<file path="config.mk">
export PLATFORM = sky130hd
export DESIGN_NAME = f_mult_pipe
export DESIGN_NICKNAME = d
export VERILOG_FILES = /design/src/rtl/f_mult_pipe.sv
export SDC_FILE = /design/constraint.sdc
export NUM_CORES = 2
export LEC_CHECK = 0
export ABC_AREA = 1
export CAP_MARGIN = 20
export CORE_MARGIN = 4
export CORE_UTILIZATION = 55
export DETAILED_ROUTE_END_ITERATION = 16
export DONT_BUFFER_PORTS = 1
export PLACE_DENSITY = 0.73
export SYNTH_ARGS = -nofsm -noshare
export SYNTH_HDL_FRONTEND = slang
export SYNTH_SLANG_ARGS = --single-unit
</file>
<file path="constraint.sdc">
create_clock -name clk -period 8.92 [get_ports clk]
set_input_delay 2.676 -clock clk [delete_from_list [all_inputs] [get_ports clk]]
set_output_delay 2.676 -clock clk [all_outputs]
set_load 0.01 [all_outputs]
</file>
<file path="src/rtl/f_mult_pipe.sv">
// Three-stage IEEE-754 multiplier (classify/multiply, normalise, round) for any EXP_W/MAN_W format.
// Latency 3 cycles from accept to out_valid; one op per cycle; the whole pipe freezes while the output is held.
module f_mult_pipe #(
    parameter int EXP_W = 8,
    parameter int MAN_W = 23
) (
    input  logic                   clk,
    input  logic                   reset,
    input  logic                   in_valid,
    output logic                   in_ready,
    input  logic [EXP_W+MAN_W:0]   a,
    input  logic [EXP_W+MAN_W:0]   b,
    input  logic [2:0]             rounding,
    output logic                   out_valid,
    input  logic                   out_ready,
    output logic [EXP_W+MAN_W:0]   y,
    output logic [4:0]             flags
);
    localparam int W       = 1 + EXP_W + MAN_W;
    localparam int SW      = MAN_W + 1;
    localparam int PW      = 2 * SW;
    localparam int EW2     = EXP_W + 2;
    localparam int LZ_W    = $clog2(PW);
    localparam int EN_W    = EW2 + LZ_W + 1;
    localparam int SH_W    = $clog2(MAN_W + 4);
    localparam int BIAS    = 2**(EXP_W-1) - 1;
    localparam int EXP_MAX = 2**EXP_W - 1;

    localparam logic [W-1:0] QNAN = {1'b0, {EXP_W{1'b1}}, 1'b1, {(MAN_W-1){1'b0}}};
    localparam logic [W-2:0] INF_MAG = {{EXP_W{1'b1}}, {MAN_W{1'b0}}};
    localparam logic [W-2:0] MAX_MAG = {{(EXP_W-1){1'b1}}, 1'b0, {MAN_W{1'b1}}};

    logic w_stall;
    assign w_stall   = out_valid & ~out_ready;
    assign in_ready  = ~reset & ~w_stall;

    // ---------------- S1: classify, exponent sum, significand product
    logic             w_sa, w_sb, w_sign;
    logic [EXP_W-1:0] w_ea, w_eb, w_a_e, w_b_e;
    logic [MAN_W-1:0] w_ma, w_mb;
    logic             w_a_nan, w_a_snan, w_a_inf, w_a_zero, w_a_expz;
    logic             w_b_nan, w_b_snan, w_b_inf, w_b_zero, w_b_expz;
    logic [SW-1:0]    w_a_sig, w_b_sig;
    logic             w_spec, w_spec_nv;
    logic [W-1:0]     w_spec_y;
    logic signed [EW2-1:0] w_e;
    logic [PW-1:0]    w_prod;

    assign {w_sa, w_ea, w_ma} = a;
    assign {w_sb, w_eb, w_mb} = b;
    assign w_sign   = w_sa ^ w_sb;

    assign w_a_expz = ~|w_ea;
    assign w_a_nan  = (&w_ea) & (|w_ma);
    assign w_a_snan = w_a_nan & ~w_ma[MAN_W-1];
    assign w_a_inf  = (&w_ea) & ~(|w_ma);
    assign w_a_zero = w_a_expz & ~(|w_ma);
    assign w_a_sig  = {~w_a_expz, w_ma};
    assign w_a_e    = w_a_expz ? EXP_W'(1) : w_ea;

    assign w_b_expz = ~|w_eb;
    assign w_b_nan  = (&w_eb) & (|w_mb);
    assign w_b_snan = w_b_nan & ~w_mb[MAN_W-1];
    assign w_b_inf  = (&w_eb) & ~(|w_mb);
    assign w_b_zero = w_b_expz & ~(|w_mb);
    assign w_b_sig  = {~w_b_expz, w_mb};
    assign w_b_e    = w_b_expz ? EXP_W'(1) : w_eb;

    assign w_e    = EW2'(w_a_e) + EW2'(w_b_e) - EW2'(BIAS);
    assign w_prod = PW'(w_a_sig) * PW'(w_b_sig);

    always_comb begin
        w_spec    = 1'b0;
        w_spec_nv = 1'b0;
        w_spec_y  = '0;
        if (w_a_nan | w_b_nan) begin
            w_spec    = 1'b1;
            w_spec_y  = QNAN;
            w_spec_nv = w_a_snan | w_b_snan;
        end else if ((w_a_inf & w_b_zero) | (w_a_zero & w_b_inf)) begin
            w_spec    = 1'b1;
            w_spec_y  = QNAN;
            w_spec_nv = 1'b1;
        end else if (w_a_inf | w_b_inf) begin
            w_spec    = 1'b1;
            w_spec_y  = {w_sign, INF_MAG};
        end else if (w_a_zero | w_b_zero) begin
            w_spec    = 1'b1;
            w_spec_y  = {w_sign, {(W-1){1'b0}}};
        end
    end

    logic                  r1_vld, r1_sign, r1_spec, r1_spec_nv;
    logic [W-1:0]          r1_spec_y;
    logic [2:0]            r1_rm;
    logic signed [EW2-1:0] r1_e;
    logic [PW-1:0]         r1_prod;

    always_ff @(posedge clk or posedge reset) begin
        if (reset) begin
            r1_vld     <= 1'b0;
            r1_sign    <= 1'b0;
            r1_spec    <= 1'b0;
            r1_spec_nv <= 1'b0;
            r1_spec_y  <= '0;
            r1_rm      <= '0;
            r1_e       <= '0;
            r1_prod    <= '0;
        end else if (!w_stall) begin
            r1_vld     <= in_valid;
            r1_sign    <= w_sign;
            r1_spec    <= w_spec;
            r1_spec_nv <= w_spec_nv;
            r1_spec_y  <= w_spec_y;
            r1_rm      <= rounding;
            r1_e       <= w_e;
            r1_prod    <= w_prod;
        end
    end

    // ---------------- S2: normalise, denormalise tiny results, collect guard/round/sticky
    logic [LZ_W-1:0]       w_lz;
    logic [PW-1:0]         w_norm, w_den, w_sel;
    logic signed [EN_W-1:0] w_en;
    logic [EN_W-1:0]       w_shf;
    logic [SH_W-1:0]       w_sh;
    logic                  w_tiny, w_lost;

    always_comb begin
        w_lz = '0;
        for (int i = 0; i < PW; i++) begin
            if (r1_prod[i]) w_lz = LZ_W'(PW - 1 - i);
        end
    end

    // Biased exponent of a value whose leading one sits at the product MSB.
    assign w_en   = EN_W'(r1_e) + EN_W'(1) - EN_W'(w_lz);
    assign w_norm = r1_prod << w_lz;
    assign w_tiny = w_en[EN_W-1] | (w_en == '0);
    assign w_shf  = EN_W'(1) - w_en;
    assign w_sh   = (w_shf > EN_W'(MAN_W + 3)) ? SH_W'(MAN_W + 3) : SH_W'(w_shf);
    assign w_den  = w_norm >> w_sh;
    assign w_lost = |(w_norm & ((PW'(1) << w_sh) - PW'(1)));
    assign w_sel  = w_tiny ? w_den : w_norm;

    logic                  r2_vld, r2_sign, r2_spec, r2_spec_nv, r2_tiny;
    logic [W-1:0]          r2_spec_y;
    logic [2:0]            r2_rm;
    logic [MAN_W:0]        r2_mant;
    logic                  r2_g, r2_r, r2_s;
    logic [EN_W-1:0]       r2_exp;

    always_ff @(posedge clk or posedge reset) begin
        if (reset) begin
            r2_vld     <= 1'b0;
            r2_sign    <= 1'b0;
            r2_spec    <= 1'b0;
            r2_spec_nv <= 1'b0;
            r2_tiny    <= 1'b0;
            r2_spec_y  <= '0;
            r2_rm      <= '0;
            r2_mant    <= '0;
            r2_g       <= 1'b0;
            r2_r       <= 1'b0;
            r2_s       <= 1'b0;
            r2_exp     <= '0;
        end else if (!w_stall) begin
            r2_vld     <= r1_vld;
            r2_sign    <= r1_sign;
            r2_spec    <= r1_spec;
            r2_spec_nv <= r1_spec_nv;
            r2_tiny    <= w_tiny;
            r2_spec_y  <= r1_spec_y;
            r2_rm      <= r1_rm;
            r2_mant    <= w_sel[PW-1:MAN_W+1];
            r2_g       <= w_sel[MAN_W];
            r2_r       <= w_sel[MAN_W-1];
            r2_s       <= (|w_sel[MAN_W-2:0]) | (w_tiny & w_lost);
            r2_exp     <= w_tiny ? '0 : w_en;
        end
    end

    // ---------------- S3: round, overflow saturation, specials override
    logic             w_inex, w_inc, w_ovf, w_ovf_inf;
    logic [MAN_W+1:0] w_sum;
    logic [EN_W-1:0]  w_exp_r;
    logic [W-1:0]     w_y;
    logic [4:0]       w_flags;

    assign w_inex = r2_g | r2_r | r2_s;

    always_comb begin
        w_inc     = r2_g & (r2_r | r2_s | r2_mant[0]);
        w_ovf_inf = 1'b1;
        case (r2_rm)
            3'b001: begin w_inc = 1'b0;               w_ovf_inf = 1'b0;     end
            3'b010: begin w_inc = r2_sign & w_inex;   w_ovf_inf = r2_sign;  end
            3'b011: begin w_inc = ~r2_sign & w_inex;  w_ovf_inf = ~r2_sign; end
            3'b100: begin w_inc = r2_g;                                     end
            default: ;
        endcase
    end

    // A subnormal that rounds up into the hidden-bit position becomes the smallest normal.
    assign w_sum   = {1'b0, r2_mant} + (MAN_W+2)'(w_inc);
    assign w_exp_r = (r2_exp == '0) ? EN_W'(w_sum[MAN_W]) : r2_exp + EN_W'(w_sum[MAN_W+1]);
    assign w_ovf   = w_exp_r >= EN_W'(EXP_MAX);

    always_comb begin
        w_y     = {r2_sign, w_exp_r[EXP_W-1:0], w_sum[MAN_W-1:0]};
        w_flags = {3'b000, r2_tiny & w_inex, w_inex};
        if (r2_spec) begin
            w_y     = r2_spec_y;
            w_flags = {r2_spec_nv, 4'b0000};
        end else if (w_ovf) begin
            w_y     = {r2_sign, w_ovf_inf ? INF_MAG : MAX_MAG};
            w_flags = 5'b00101;
        end
    end

    logic         r3_vld;
    logic [W-1:0] r3_y;
    logic [4:0]   r3_flags;

    always_ff @(posedge clk or posedge reset) begin
        if (reset) begin
            r3_vld   <= 1'b0;
            r3_y     <= '0;
            r3_flags <= '0;
        end else if (!w_stall) begin
            r3_vld   <= r2_vld;
            r3_y     <= w_y;
            r3_flags <= w_flags;
        end
    end

    assign out_valid = r3_vld;
    assign y         = r3_y;
    assign flags     = r3_flags;

endmodule

</file>
==> summary.txt <==
Final layout
  • Most common cell after layout, fill and taps aside: nand2_1
  • Sequential Area: 0.00388 mm2
  • Core Util, Final: 61.0%
  • Fin cells: 5,500
  • Final Cell Area: 0.0362 mm2
  • Nets: 5,478
  • Most frequent cells in the layout: nand2_1, inv_1, nand3_1
  • Area Overhead vs Synth: 9.25%
  • Fill cells: 5,412
  • Area of the multi-input gates: 0.0253 mm2
  • Layout cells sized above 1: 9.52%

Yosys
  • Mapped Cells: 4,713
  • Synth area leader: fa_1
  • FF+latch count, synth: 155
  • Number of flops mapped to enable cells by yosys: 0
  • Synth Flop Type: dfrtp_1
  • Post-synth top area share: 29.3%
  • Syn_area_per_cell: 7.02 um2
  • Mapped Nets: 5,479
  • Synth top area cells: fa_1, nand2_1, dfrtp_1, inv_1, nand3_1
  • Yosys cell types: 70
  • Seq/Total Area, Yosys: 11.7%
  • Post-synth ARST share: 100%
  • Mapped Area: 0.0331 mm2
  • Yosys warns: 0

Detailed routing
  • Initial DRC count: 3,124
  • DRT Wirelength: 105,000 um
  • DRC: 0
  • Drt wl/cell: 19.0 um
  • DR pass1 iterations: 6
  • Drt via density: 5.71
  • DR vias: 31,400
  • Antenna viol nets, final: 0

GRT
  • Largest net degree at the start of global routing: 98
  • First-pass GRT wire length: 169,000 um
  • Via count of the first global-routing pass: 31,500
  • Initial antenna violation count: 0
  • Tot GR Track Use: 33.0%
  • Total grt overflow: 0

Clocking
  • Clk Tree Root Cell: clkbuf_16
  • CTS clk-pin slew, worst paths: 0.07 ns
  • Clock sinks: 155
  • Clk buf depth: 2
  • TritonCTS Buffers: 17
  • H-tree Lvls: 4
  • CTS Hold Buffers Added: 0
  • Worst-Skew Late Latency: 0.45 ns
  • CTS tree: done

Timing
  • RSZ-0062 raised after global routing: yes
  • Final Hold Viols: 0
  • Setup ws final: -0.226 ns
  • Slew headroom: 41.6%
  • Max Slew Vio Count: 0
  • Final Cycle Share: 103%
  • Peak Freq: 109 MHz
  • Worst slew pin tran: 0.876 ns
  • WHS: 0.479 ns
  • Skew final: 0.0111 ns
  • Final setup violation count: 3
  • Final Critical Period: 9.15 ns

Setup path
  • CP most frequent cell: fa_1
  • CP max stage cell: fa_2
  • Max incr delay on CP: 0.54 ns
  • Data required time of the worst path: 9.23 ns
  • Arrival @ worst endpoint: 9.46 ns
  • Worst Setup Start Kind: input pin
  • Critical Path End Type: register
  • Crit Path Category: input pin to register
  • Critical Path Fanout Max: 8

Placement
  • Placed cells: 5,439
  • Post-DP HPWL: 81,500 um
  • PortBufs: 0
  • Placed cell area: 0.0349 mm2
  • Gp weighted congestion: 1.03

Floorplan
  • Total Die Area: 0.0642 mm2
  • Die X-Extent: 253 um
  • Initial Util: 55.9%
  • DIE HEIGHT: 253 um
  • Ports: 110
  • Num rows: 89
  • Core ar.: 0.0592 mm2

Run
  • Max-cap viol count: 0

Outcome
  • Status: complete, but fails checks
  • Failing checks: setup timing

Hold path
  • Type of the most critical hold path: register to register
-- cell usage after synthesis (4+ instances only) --
library cell / instances
nand3_1: 571
buf_1: 23
a31oi_1: 9
o31ai_1: 7
nor2_1: 175
fa_1: 484
nor3_1: 43
xnor2_1: 19
xor2_1: 34
dfrtp_1: 155
a22oi_1: 8
ha_1: 211
clkbuf_1: 221
buf_4: 4
nor3_2: 4
o2111ai_1: 4
o221ai_1: 9
or2_2: 11
a211oi_1: 7
a22o_1: 5
nand2_1: 1250
o21ai_0: 193
o22ai_1: 21
clkinv_1: 8
o211ai_1: 10
inv_2: 12
o21ai_1: 5
nor4_1: 27
a21oi_1: 114
buf_2: 12
o21bai_1: 7
nand4_1: 60
inv_1: 927
-- path summary, 6_finish.rpt --
check                                  startpoint                        end  slack [ns]  cells after the start
hold reg to reg                r2_vld$_DFFE_PP0N_      out_valid$_DFFE_PP0N_        0.48                      1
setup / recovery                            b[30]    r1_prod[45]$_DFFE_PP0N_       -0.23                     34
min in group asynchronous                   reset  r1_spec_y[30]$_DFFE_PP0N_        2.23                      1
setup reg to reg           r1_prod[1]$_DFFE_PP0N_           r2_s$_DFFE_PP0N_        0.22                     90
hold / removal                 r2_vld$_DFFE_PP0N_      out_valid$_DFFE_PP0N_        0.48                      1
max in group asynchronous                   reset    r1_prod[21]$_DFFE_PP0N_        5.40                      2
-- timing repair --
action,4_1_cts,5_1_grt
gates resized for setup,20,96
setup endpoints to repair,7,15
buffers inserted,10,19
pin swaps,18,69
-- flip-flops by register name (all words and copies together), names as in the netlist, 3 cells and up --
name and count:
r1_e 10, flags 4, r2_rm 3, r1_rm 3, r2_spec_y 3, y 32, r1_spec_y 3, r1_prod 48
r2_exp 12, r2_mant 24
-- worst max-delay path, delay by kind of cell --
kind	cells	cell delay, ns
adders and majority gates	8	3.53
and+or+nand+nor	11	1.51
AOI/OAI and AO/OA	8	1.15
buffers and inverters	7	0.57
-- kinds of logic after synthesis --
kind of cell               Yosys count  synth area share, %
and+or+nand+nor                   2173                 28.3
DFF                                155                 11.7
other                                1               0.0113
muxes                                1               0.0302
adders and majority gates          695                 37.2
AOI/OAI and AO/OA                  424                 7.32
buffers and inverters             1208                 13.8
xor gates and xnor gates            56                 1.55
-- stage by stage --
stage / worst slack, ns / TNS, ns
3_3_place_gp: -0.635 / -5.94
3_5_place_dp: -0.655 / -6.46
6_report: -0.226 / -0.282
2_1_floorplan: -0.361 / -1.58
5_1_grt: -0.582 / -3.26
4_1_cts: -0.000289 / -0.000289
-- layout make-up --
cell class              instances  area share [%]
flip-flops and latches        155            10.7
well taps                     773            2.67
diodes                          2          0.0138
repair buffers                241            5.08
clock inverters                15           0.484
multi-input cells            3350            70.0
inverters                     947            9.87
clock buffers                  17            1.18
-- routing by layer --
| metal | vias up | wire (um) | GRT usage (%) |
|---|---|---|---|
| met5 | - | 0 | 0 |
| met4 | 0 | 3430 | 10.1 |
| met3 | 227 | 9090 | 4.82 |
| met2 | 1372 | 47600 | 52.7 |
| met1 | 15200 | 44500 | 46.9 |
| li1 | 14600 | - | - |
Power is not shown: default switching activity piles up to over one toggle a cycle in this logic, so the estimate is an artifact.
